--- config.mk ---
export PLATFORM = sky130hd
export DESIGN_NAME = input_conditioner
export DESIGN_NICKNAME = d
export VERILOG_FILES = /design/src/rtl/input_conditioner_pkg.sv /design/src/rtl/input_conditioner_channel.sv /design/src/rtl/input_conditioner.sv
export SDC_FILE = /design/constraint.sdc
export NUM_CORES = 1
export LEC_CHECK = 0
export BUFFER_PORTS_ARGS = -buffer_cell sky130_fd_sc_hd__buf_2
export CAP_MARGIN = 20
export CELL_PAD_IN_SITES_DETAIL_PLACEMENT = 1
export CELL_PAD_IN_SITES_GLOBAL_PLACEMENT = 2
export CORE_MARGIN = 4
export CORE_UTILIZATION = 30
export CTS_BUF_LIST = sky130_fd_sc_hd__clkbuf_2
export CTS_CLUSTER_DIAMETER = 60
export DETAILED_ROUTE_END_ITERATION = 6
export GPL_TIMING_DRIVEN = 0
export PLACE_DENSITY_LB_ADDON = 0.1
export SLEW_MARGIN = 10
export SYNTH_ARGS = -nofsm -noshare
export SYNTH_HDL_FRONTEND = slang
export SYNTH_SLANG_ARGS = --single-unit
export TNS_END_PERCENT = 100
--- constraint.sdc ---
create_clock -name clk -period 2.4 [get_ports clk]
set_input_delay 0.6 -clock clk [delete_from_list [all_inputs] [get_ports clk]]
set_output_delay 0.6 -clock clk [all_outputs]
set_load 0.02 [all_outputs]
--- src/rtl/input_conditioner_pkg.sv ---
// Shared constants for the input conditioner: parameter defaults,
// legal ranges and the counter width helper.
package input_conditioner_pkg;

  localparam int CHANNELS_DEF = 4;
  localparam int CHANNELS_MIN = 1;
  localparam int CHANNELS_MAX = 16;

  localparam int DEBOUNCE_DEF = 4;
  localparam int DEBOUNCE_MIN = 1;
  localparam int DEBOUNCE_MAX = 255;

  localparam int STRETCH_DEF = 3;
  localparam int STRETCH_MIN = 0;
  localparam int STRETCH_MAX = 255;

  localparam int HOLD_DEF = 10;
  localparam int HOLD_MIN = 1;
  localparam int HOLD_MAX = 65535;

  // Bits needed to hold values 0..n-1, never less than one.
  function automatic int cnt_w(input int n);
    return (n < 2) ? 1 : $clog2(n);
  endfunction

endpackage

--- src/rtl/input_conditioner_channel.sv ---
// One conditioner channel: synchronizer, debounce, edge pulses,
// rise stretcher and long-press detector.
module cond_channel
  import input_conditioner_pkg::*;
#(
  parameter int DEBOUNCE_LEN = DEBOUNCE_DEF,
  parameter int STRETCH_LEN  = STRETCH_DEF,
  parameter int HOLD_LEN     = HOLD_DEF
) (
  input  logic clk,
  input  logic rst,
  input  logic clr,
  input  logic in,
  output logic level,
  output logic rise,
  output logic fall,
  output logic stretched,
  output logic hold,
  output logic hold_pulse
);

  localparam int DW = cnt_w(DEBOUNCE_LEN);
  localparam int SW = cnt_w(STRETCH_LEN + 1);
  localparam int HW = cnt_w(HOLD_LEN + 1);

  localparam logic [DW-1:0] DB_TOP  = DW'(DEBOUNCE_LEN - 1);
  localparam logic [SW-1:0] ST_LOAD = SW'(STRETCH_LEN);
  localparam logic [HW-1:0] HD_TOP  = HW'(HOLD_LEN);

  logic          s1;
  logic          s;
  logic [DW-1:0] db_cnt;
  logic [SW-1:0] st_cnt;
  logic [HW-1:0] hd_cnt;

  logic          accept;
  logic          lvl_nx;
  logic [HW-1:0] hd_nx;

  always_comb begin
    accept = (s != level) && (db_cnt == DB_TOP);
    lvl_nx = accept ? s : level;
    // Counts the edge level rises, so cycle k of high reads k.
    hd_nx  = '0;
    if (lvl_nx) begin
      hd_nx = (hd_cnt == HD_TOP) ? hd_cnt : hd_cnt + HW'(1);
    end
  end

  always_ff @(posedge clk or negedge rst) begin
    if (!rst) begin
      s1         <= 1'b0;
      s          <= 1'b0;
      db_cnt     <= '0;
      level      <= 1'b0;
      rise       <= 1'b0;
      fall       <= 1'b0;
      st_cnt     <= '0;
      hd_cnt     <= '0;
      hold_pulse <= 1'b0;
    end else if (clr) begin
      s1         <= 1'b0;
      s          <= 1'b0;
      db_cnt     <= '0;
      level      <= 1'b0;
      rise       <= 1'b0;
      fall       <= 1'b0;
      st_cnt     <= '0;
      hd_cnt     <= '0;
      hold_pulse <= 1'b0;
    end else begin
      s1     <= in;
      s      <= s1;
      db_cnt <= (s == level || accept) ? '0 : db_cnt + DW'(1);
      level  <= lvl_nx;
      rise   <= accept & s;
      fall   <= accept & ~s;
      if (accept && s) begin
        st_cnt <= ST_LOAD;
      end else if (st_cnt != '0) begin
        st_cnt <= st_cnt - SW'(1);
      end
      hd_cnt     <= hd_nx;
      hold_pulse <= (hd_nx == HD_TOP) && (hd_cnt != HD_TOP);
    end
  end

  assign stretched = (st_cnt != '0);
  assign hold      = (hd_cnt == HD_TOP);

endmodule

--- src/rtl/input_conditioner.sv ---
// Multi-channel input conditioner: one cond_channel per input bit.
module input_conditioner
  import input_conditioner_pkg::*;
#(
  parameter int CHANNELS     = CHANNELS_DEF,
  parameter int DEBOUNCE_LEN = DEBOUNCE_DEF,
  parameter int STRETCH_LEN  = STRETCH_DEF,
  parameter int HOLD_LEN     = HOLD_DEF
) (
  input  logic                clk,
  input  logic                rst,
  input  logic                clr,
  input  logic [CHANNELS-1:0] in,
  output logic [CHANNELS-1:0] level,
  output logic [CHANNELS-1:0] rise,
  output logic [CHANNELS-1:0] fall,
  output logic [CHANNELS-1:0] stretched,
  output logic [CHANNELS-1:0] hold,
  output logic [CHANNELS-1:0] hold_pulse
);

  for (genvar i = 0; i < CHANNELS; i++) begin : g_ch
    cond_channel #(
      .DEBOUNCE_LEN(DEBOUNCE_LEN),
      .STRETCH_LEN (STRETCH_LEN),
      .HOLD_LEN    (HOLD_LEN)
    ) u_ch (
      .clk       (clk),
      .rst       (rst),
      .clr       (clr),
      .in        (in[i]),
      .level     (level[i]),
      .rise      (rise[i]),
      .fall      (fall[i]),
      .stretched (stretched[i]),
      .hold      (hold[i]),
      .hold_pulse(hold_pulse[i])
    );
  end

endmodule

==> flow_summary.json, run 1 <==
{
  "fin_crit_ns": 2.26,
  "rows": 34,
  "total_switching_power_mw": 0.583,
  "wl_per_cell_um": 11.8,
  "slowest_stage": "dfrtp_1",
  "yosysMostFrequentCell": "dfrtp_1",
  "placed_area_um2": 2960,
  "worstPathRequired_ns": 1.80,
  "dpl.hpwl_mm": 3.34,
  "crit_fanout": 3,
  "min_period_over_period": 0.944,
  "regArea_um2": 1400,
  "switching_share": 0.291,
  "yosys_warnings": 0,
  "wirelength_mm": 4.65,
  "slew_violations": 0,
  "dieWidth_um": 102,
  "netlist_instances": 245,
  "synth_area_leaders": "dfrtp_1, ha_1, buf_4, xnor2_1, inv_1",
  "io_buffers": 30,
  "clock_latency_ns": 0.46,
  "numCtsBuffers": 5,
  "drive_above_1_share": 0.265,
  "coreArea_um2": 8680,
  "grt_first_pass_wirelength_mm": 8.13,
  "dieArea_um2": 10500,
  "synth_compound_area_frac": 0.0398,
  "crit_chain": "inv_1 -> ha_1 -> and3b_1 -> buf_4 -> buf_2",
  "synth-async-reset-ratio": 1.00,
  "leakagePower_nw": 1.58,
  "htree_levels": 2,
  "combPwrFrac": 0.240,
  "ir_drop_v": 0.000256,
  "clk_path_buf_depth": 2,
  "synth_common_cells": "dfrtp_1, inv_1, buf_4",
  "synth_fp_nets": 268,
  "cts_repair_resize_count": 0,
  "fmax_mhz": 442,
  "antenna_cells": 0,
  "r2r_slack_ns": 0.66,
  "final_util": 0.353,
  "ys.flop_type": "dfrtp_1",
  "initial_core_util": 0.308,
  "fill_cells": 998,
  "clk_pin_slew_ns": 0.31,
  "ys_seq_elements": 56,
  "ys_seq_area_frac": 0.525,
  "grt_antenna_before_repair": 0,
  "drt_iter0_drc": 42,
  "synthMuxAreaShare": 0.0277,
  "critPathKind": "reg2out",
  "track_usage": 0.0977,
  "fin_skew_ns": 0.0359,
  "maxCapViolCount": 0,
  "multi_input_area_um2": 965,
  "synth-simple-area-share": 0.150,
  "crit_path_start": "g_ch[1].u_ch.hd_cnt[0]",
  "avgSynthCellArea_um2": 10.9,
  "outcome": "finished, final reports clean",
  "synth_edf_count": 0,
  "hold_violations": 0,
  "fin_total_pwr_mw": 2.00,
  "ios": 31,
  "yosys.area.top_type_share": 0.525,
  "r2r_start": "g_ch[0].u_ch.hd_cnt[0]",
  "synth_top_family_by_area": "simple AND/OR/NAND/NOR gates",
  "drt_pass1_iterations": 4,
  "endpoint": "hold[1]",
  "seqPwrFrac": 0.515,
  "yosys.cell_types.count": 31,
  "synth_top_area_cell": "dfrtp_1",
  "worstMarginPinSlew_ns": 0.711,
  "start_kind": "flip-flop",
  "crit_arrival_ns": 1.66,
  "setup_viol": 0,
  "clock-root-buffer": "clkbuf_2",
  "max_slew_margin": 0.526,
  "synthAdderAreaFrac": 0.0750,
  "area_growth_pct": 14.6,
  "place_congestion": 0.704,
  "hp-class": "in2async",
  "grt-ovfl-total": 0,
  "clock-sinks": 56,
  "synth-xor-area-share": 0.0689,
  "vias_per_cell": 4.28,
  "p_per_area_nw_per_um2": 655,
  "final_nets": 309,
  "antenna_left": 0,
  "num_vias": 1690,
  "cts_tree": "built",
  "final_cell_area_um2": 3060,
  "power.internal_mw": 1.42,
  "slowest_delay_ns": 0.45,
  "end_kind": "primary output",
  "grt_max_degree": 57,
  "fp.dieH_um": 102,
  "syn-cell-area_um2": 2670,
  "r2r-end": "g_ch[0].u_ch.hold_pulse",
  "reg2reg_depth": 4,
  "grt_pass1_vias": 1790,
  "cts_hold_buffers": 0,
  "drc": 0,
  "p_clk_frac": 0.245
}
==> metrics by stage <==
step,instances,TNS (ns),worst slack [ns],hold WS (ns)
after floorplan,245,0,0.808,0.304
after global routing,395,-0.00300,-0.00300,0.145
after detailed placement,383,0,0.449,0.431
after global placement,383,0,0.441,0.425
after CTS,391,0,0.0239,0.123
final,395,0,0.135,0.128
==> what timing repair did <==
action,CTS,global route
hold endpoints to repair,0,0
setup endpoints to repair,0,4
buffers inserted,0,4
==> critical path: cells and delay by family, from the launching register on <==
family / cells / cell delay [ns]
simple gates: 1 / 0.24
fa+ha+maj: 1 / 0.16
buf+inv: 3 / 0.36
flops: 1 / 0.45
==> worst min path at each step <==
stage / from / endpoint / cells after the start
6_report: rst / g_ch[1].u_ch.hd_cnt[2] / 1
5_1_grt: rst / g_ch[1].u_ch.hd_cnt[0] / 1
4_1_cts: rst / g_ch[1].u_ch.hd_cnt[2] / 1
3_5_place_dp: g_ch[0].u_ch.db_cnt[0] / g_ch[0].u_ch.db_cnt[0] / 1
3_3_place_gp: g_ch[0].u_ch.db_cnt[0] / g_ch[0].u_ch.db_cnt[0] / 1
2_1_floorplan: rst / g_ch[0].u_ch.db_cnt[0] / 0
==> area by class of cell <==
cell class / count / area share
clock buffers: 5 / 0.00818
plain buffers: 30 / 0.0671
inverters: 26 / 0.0319
clock inverters: 3 / 0.0155
repair buffers: 34 / 0.0597
flip-flops and latches: 56 / 0.458
multi-input cells: 133 / 0.315
well taps: 108 / 0.0442
==> registers in the layout (all words and copies together), names as in the netlist <==
register,cells
g_ch.u_ch.hold_pulse,4
g_ch.u_ch.st_cnt,8
g_ch.u_ch.hd_cnt,16
g_ch.u_ch.s,4
g_ch.u_ch.s1,4
g_ch.u_ch.level,4
g_ch.u_ch.fall,4
g_ch.u_ch.db_cnt,8
g_ch.u_ch.rise,4
==> power by group through the flow <==
stage	clock [mW]	sequential (mW)	combinational, mW
global route	0.552	1.04	0.551
finish	0.490	1.03	0.482
floorplan	0	1.04	0.377
CTS	0.526	1.03	0.498
global placement	0	1.05	0.482
detailed placement	0	1.05	0.496
==> routing by layer <==
metal / GRT usage / vias up / wire length (um)
met3: 0.0246 / 5 / 195
li1: - / 851 / -
met1: 0.125 / 812 / 2200
met4: 0.0333 / 0 / 73
met2: 0.161 / 22 / 2170
met5: 0 / - / 0
==> kinds of logic after synthesis <==
kind of cell / after synthesis
simple gates: 72
buf+inv: 56
flops: 56
xor+xnor: 21
compound gates: 17
fa+ha+maj: 16
mux: 7
==> cells in the final DEF (no fill, tap or decap), types with 6 or more instances in the layout <==
master / Yosys / final
nor2b_1: 8 / 8
a21oi_1: 11 / 11
nor3_1: 7 / 7
xor2_1: 9 / 9
buf_2: 2 / 31
xnor2_1: 12 / 12
nor2_1: 23 / 23
dfrtp_1: 56 / 56
inv_1: 26 / 26
nand3b_1: 6 / 6
ha_1: 16 / 16
buf_4: 24 / 29
Power figures use the tool's default switching activity.
==> inputs of run 2 (changes only) <==
--- a/config.mk
+++ b/config.mk
@@ -9,12 +9,14 @@
 export CAP_MARGIN = 20
 export CELL_PAD_IN_SITES_DETAIL_PLACEMENT = 1
 export CELL_PAD_IN_SITES_GLOBAL_PLACEMENT = 2
+export CORE_ASPECT_RATIO = 0.7
 export CORE_MARGIN = 4
 export CORE_UTILIZATION = 30
 export CTS_BUF_LIST = sky130_fd_sc_hd__clkbuf_2
 export CTS_CLUSTER_DIAMETER = 60
 export DETAILED_ROUTE_END_ITERATION = 6
 export GPL_TIMING_DRIVEN = 0
+export HOLD_SLACK_MARGIN = 0.12
 export PLACE_DENSITY_LB_ADDON = 0.1
 export SLEW_MARGIN = 10
 export SYNTH_ARGS = -nofsm -noshare
==> constraint.sdc (replaced) <==
create_clock -name clk -period 1.85 [get_ports clk]
set_input_delay 0.4625 -clock clk [delete_from_list [all_inputs] [get_ports clk]]
set_output_delay 0.4625 -clock clk [all_outputs]
set_load 0.02 [all_outputs]
==> run 2 against run 1 <==
Against the previous run: the flow now finishes with violations (negative setup slack); routed wire length up 17%; utilization is 5.8 points higher; total power grew 50%; sequential cell count stayed put; setup slack got worse by 0.18 ns; combinational power grew 120%; die area is 0.22% higher; global-route usage up 1.1 points; highest routed layer unchanged.
==> flow_summary.json, run 2 (synthesis gave the netlist of run 1 again) <==
{
  "outcome": "complete, but fails checks",
  "violations": "negative setup slack",
  "final_util": 0.410,
  "clock_latency_ns": 0.44,
  "fill_cells": 1000,
  "setup_viol": 4,
  "fin_total_pwr_mw": 3.01,
  "numCtsBuffers": 5,
  "drc": 0,
  "worstMarginPinSlew_ns": 0.718,
  "slew_violations": 0,
  "final.setup.tns_ns": -0.0920,
  "fin_crit_ns": 1.90,
  "fp.dieH_um": 86.9,
  "grt_max_degree": 57,
  "critPathKind": "reg2out",
  "final_cell_area_um2": 3510,
  "max_slew_margin": 0.521,
  "min_period_over_period": 1.03,
  "track_usage": 0.108,
  "slowest_stage": "dfrtp_1",
  "final_common_cell": "buf_4",
  "reg2reg_depth": 4,
  "min_from": "in[3]",
  "clock-sinks": 56,
  "grt_use_met1": 0.141,
  "drive_above_1_share": 0.424,
  "final_nets": 343,
  "setup_ws_ns": -0.0474,
  "leakagePower_nw": 1.75,
  "largest_reg_flops": 16,
  "grt_antenna_before_repair": 0,
  "rows": 28,
  "slowest_delay_ns": 0.49,
  "r2r_start": "g_ch[0].u_ch.hd_cnt[1]",
  "crit_arrival_ns": 1.43,
  "grt_pass1_vias": 1946,
  "reg_top3": "g_ch.u_ch.hd_cnt: 16 flops, g_ch.u_ch.db_cnt: 8 flops, g_ch.u_ch.st_cnt: 8 flops",
  "instances_no_fill": 441,
  "antenna_left": 0,
  "vias_per_cell": 4.11,
  "clock-root-buffer": "clkbuf_2",
  "rsz0062_at_grt": "yes",
  "top_usage_layer": "met2",
  "crit_fanout": 2,
  "post-place-ws_ns": -0.00321,
  "crit_chain": "ha_4 -> and3b_2 -> buf_6",
  "fin_skew_ns": 0.0209,
  "wirelength_mm": 5.45,
  "endpoint": "hold[3]",
  "crit_path_start": "g_ch[3].u_ch.hd_cnt[1]",
  "coreArea_um2": 8550,
  "hp-class": "in2reg",
  "start_kind": "flip-flop",
  "ir_drop_v": 0.000250,
  "initial_core_util": 0.312,
  "antenna_cells": 0,
  "clk_pin_slew_ns": 0.30,
  "clk_path_buf_depth": 2,
  "worst-path-buf-inv": 1,
  "num_vias": 1814,
  "top_register": "g_ch.u_ch.hd_cnt",
  "grt-ovfl-total": 0,
  "fmax_mhz": 527,
  "worstSetupPathDepth": 3,
  "dieArea_um2": 10500,
  "ios": 31,
  "drt_iter0_drc": 33,
  "io_buffers": 30,
  "dieWidth_um": 121,
  "hold-worst-slack_ns": 0.204,
  "area_growth_pct": 31.5,
  "wl_per_cell_um": 12.4,
  "grtUsageMet3": 0.0299,
  "dpl.hpwl_mm": 3.37,
  "grt_first_pass_wirelength_mm": 9.13,
  "met2_usage": 0.182,
  "cp_top_family": "flip-flops",
  "mostFrequentLayoutCells": "buf_4, dfrtp_1, buf_2, nor2_1",
  "end_kind": "primary output",
  "drt_pass1_iterations": 4,
  "dp.cells": 395,
  "p_per_area_nw_per_um2": 858,
  "r2r_slack_ns": 0.08,
  "worstPathRequired_ns": 1.39,
  "hold_violations": 0,
  "htree_levels": 2,
  "cts_tree": "built",
  "placed_area_um2": 2970,
  "maxCapViolCount": 0,
  "r2r-end": "g_ch[0].u_ch.hold_pulse",
  "place_congestion": 0.752
}
## run 2: where the power goes
group          internal, mW  switching [mW]
clock network         0.225           0.393
logic                 0.623           0.431
registers              1.31          0.0350
total                  2.15           0.859
## run 2: final cells by class
cell class	instances	area, um^2	share of cell area
clock buffers	5	25.0	0.00713
repair buffers	75	543	0.155
inverters	26	97.6	0.0278
clock inverters	3	42.5	0.0121
multi-input cells	133	1090	0.311
well taps	120	150	0.0428
flip-flops and latches	56	1400	0.399
plain buffers	23	156	0.0446
## run 2: worst min-delay path by stage
| stage | to | cells after the start |
|---|---|---|
| 2_1_floorplan | g_ch[0].u_ch.db_cnt[0] | 0 |
| 3_3_place_gp | g_ch[3].u_ch.db_cnt[0] | 1 |
| 3_5_place_dp | g_ch[3].u_ch.db_cnt[0] | 1 |
| 4_1_cts | g_ch[3].u_ch.s1 | 2 |
| 5_1_grt | g_ch[3].u_ch.s1 | 2 |
| 6_report | g_ch[3].u_ch.s1 | 2 |
## run 2: layer usage
metal	share of wire	vias to the layer above
met3	0.040	2
met5	0	-
met2	0.47	24
met4	0.0053	0
met1	0.48	873
li1	-	915
## run 2: timing repair
action / CTS / global route
endpoints found under the setup margin: 8 / 10
pin swaps: 9 / 8
resized for setup: 48 / 6
endpoints found under the hold margin: 56 / 0
cloned: 0 / 0
buffers inserted: 37 / 12
hold buffers: 1 / 0
==> inputs of run 3 (changes only) <==
--- a/config.mk
+++ b/config.mk
@@ -17,7 +17,8 @@
 export DETAILED_ROUTE_END_ITERATION = 6
 export GPL_TIMING_DRIVEN = 0
 export HOLD_SLACK_MARGIN = 0.12
-export PLACE_DENSITY_LB_ADDON = 0.1
+export PLACE_DENSITY_LB_ADDON = 0.3
+export SKIP_CTS_REPAIR_TIMING = 1
 export SLEW_MARGIN = 10
 export SYNTH_ARGS = -nofsm -noshare
 export SYNTH_HDL_FRONTEND = slang
==> run 3 against run 2 <==
Against the previous run: the run still ends with negative setup slack left; clock skew down 0.0084 ns; hold slack gained 0.050 ns; non-clock buffer count decreased by 28; final area decreased by 8.6%; clock-buffer cell count increased by 1; clock power shrank 28%; sequential cell count did not move; global-route usage shrank 1.3 points; utilization fell by 3.5 points; cell count shrank 6.6%; total power decreased by 13%; critical endpoint is now hold[1].
==> flow_summary.json, run 3 (synthesis gave the netlist of run 1 again) <==
{
  "min_period_over_period": 1.05,
  "grt_max_degree": 57,
  "dieArea_um2": 10500,
  "setup_viol": 4,
  "ir_drop_v": 0.000284,
  "crit_chain": "inv_2 -> ha_4 -> and3b_2 -> buf_6",
  "top_register": "g_ch.u_ch.hd_cnt",
  "dpl.hpwl_mm": 3.46,
  "area_growth_pct": 20.2,
  "worstPathRequired_ns": 1.39,
  "clock-root-buffer": "clkbuf_2",
  "end_kind": "primary output",
  "grt_pass1_vias": 1702,
  "clk_pin_slew_ns": 0.26,
  "clock-sinks": 56,
  "grtUsageMet3": 0.0247,
  "antenna_left": 0,
  "p_per_area_nw_per_um2": 817,
  "setup_ws_ns": -0.0872,
  "final_nets": 315,
  "reg_top3": "g_ch.u_ch.hd_cnt: 16 flops, g_ch.u_ch.db_cnt: 8 flops, g_ch.u_ch.st_cnt: 8 flops",
  "leakagePower_nw": 1.58,
  "ios": 31,
  "rows": 28,
  "antenna_cells": 0,
  "clock_latency_ns": 0.41,
  "slowest_stage": "dfrtp_1",
  "critPathKind": "reg2out",
  "slowest_delay_ns": 0.47,
  "final_common_cell": "dfrtp_1",
  "mostFrequentLayoutCells": "dfrtp_1, buf_4, buf_2, nor2_1",
  "vias_per_cell": 4.19,
  "maxCapViolCount": 0,
  "worstMarginPinSlew_ns": 0.709,
  "fp.dieH_um": 86.9,
  "grt_use_met1": 0.125,
  "top_usage_layer": "met2",
  "fin_skew_ns": 0.0125,
  "place_congestion": 0.719,
  "start_kind": "flip-flop",
  "worst-path-buf-inv": 2,
  "track_usage": 0.0958,
  "drc": 0,
  "cts_tree": "built",
  "final.setup.tns_ns": -0.230,
  "outcome": "complete, but fails checks",
  "crit_fanout": 4,
  "coreArea_um2": 8550,
  "met2_usage": 0.158,
  "slew_violations": 0,
  "fin_crit_ns": 1.94,
  "grt_first_pass_wirelength_mm": 8.02,
  "htree_levels": 2,
  "final_util": 0.375,
  "grt_antenna_before_repair": 0,
  "grt-ovfl-total": 0,
  "fmax_mhz": 516,
  "wirelength_mm": 4.98,
  "crit_arrival_ns": 1.47,
  "drt_iter0_drc": 17,
  "num_vias": 1725,
  "hp-class": "in2reg",
  "max_slew_margin": 0.528,
  "rsz0062_at_grt": "yes",
  "hold_violations": 0,
  "clk_path_buf_depth": 2,
  "final_cell_area_um2": 3210,
  "largest_reg_flops": 16,
  "numCtsBuffers": 5,
  "io_buffers": 30,
  "r2r_slack_ns": 0.18,
  "drive_above_1_share": 0.353,
  "placed_area_um2": 2970,
  "dieWidth_um": 121,
  "cp_top_family": "flip-flops",
  "violations": "negative setup slack",
  "fin_total_pwr_mw": 2.62,
  "initial_core_util": 0.312,
  "drt_pass1_iterations": 4,
  "wl_per_cell_um": 12.1
}
==> run 3: metal layers <==
| metal | vias up | wire, um |
|---|---|---|
| li1 | 862 | - |
| met1 | 847 | 2410 |
| met2 | 14 | 2390 |
| met3 | 2 | 151 |
| met4 | 0 | 21 |
| met5 | - | 0 |
==> run 3: path summary, 6_finish.rpt <==
kind	startpoint	end	cells after the start
min in group asynchronous	rst	g_ch[0].u_ch.hd_cnt[2]	2
worst min-delay path	in[1]	g_ch[1].u_ch.s1	2
worst min register to register	g_ch[0].u_ch.db_cnt[0]	g_ch[0].u_ch.db_cnt[0]	1
max in group asynchronous	rst	g_ch[0].u_ch.hold_pulse	2
worst max-delay path	g_ch[1].u_ch.hd_cnt[0]	hold[1]	4
worst max register to register	g_ch[0].u_ch.hd_cnt[1]	g_ch[0].u_ch.hold_pulse	3
==> run 3: cell type report <==
cell class | instances | area, um^2
fill | 997 | 5340
sequential | 56 | 1400
multi-input combinational | 133 | 1040
timing repair buffer | 48 | 340
tap | 120 | 150
buffer | 22 | 145
inverter | 26 | 97.6
clock buffer | 6 | 30.0
clock inverter | 1 | 5.00
==> run 3: worst reg2reg max path: cells and delay by family (launching register included) <==
kind            cells  cell delay (ns)
fa+ha+maj           1             0.25
flops               1             0.50
simple gates        1             0.50
compound gates      1             0.35
==> run 3: where the power goes <==
| group | internal, mW | switching [mW] | leakage, nW | total [mW] |
|---|---|---|---|---|
| clock | 0.0903 | 0.353 | 0.0288 | 0.443 |
| combinational | 0.455 | 0.378 | 0.785 | 0.833 |
| sequential | 1.30 | 0.0404 | 0.769 | 1.35 |
| total | 1.85 | 0.771 | 1.58 | 2.62 |
==> run 3: through the flow <==
stage | setup WS (ns) | instances | hold WS (ns)
floorplan | 0.258 | 245 | 0.167
global placement | 0.0412 | 395 | 0.422
detailed placement | 0.0412 | 395 | 0.425
CTS | -0.338 | 402 | 0.0405
global route | -0.225 | 412 | 0.171
finish | -0.0872 | 412 | 0.253
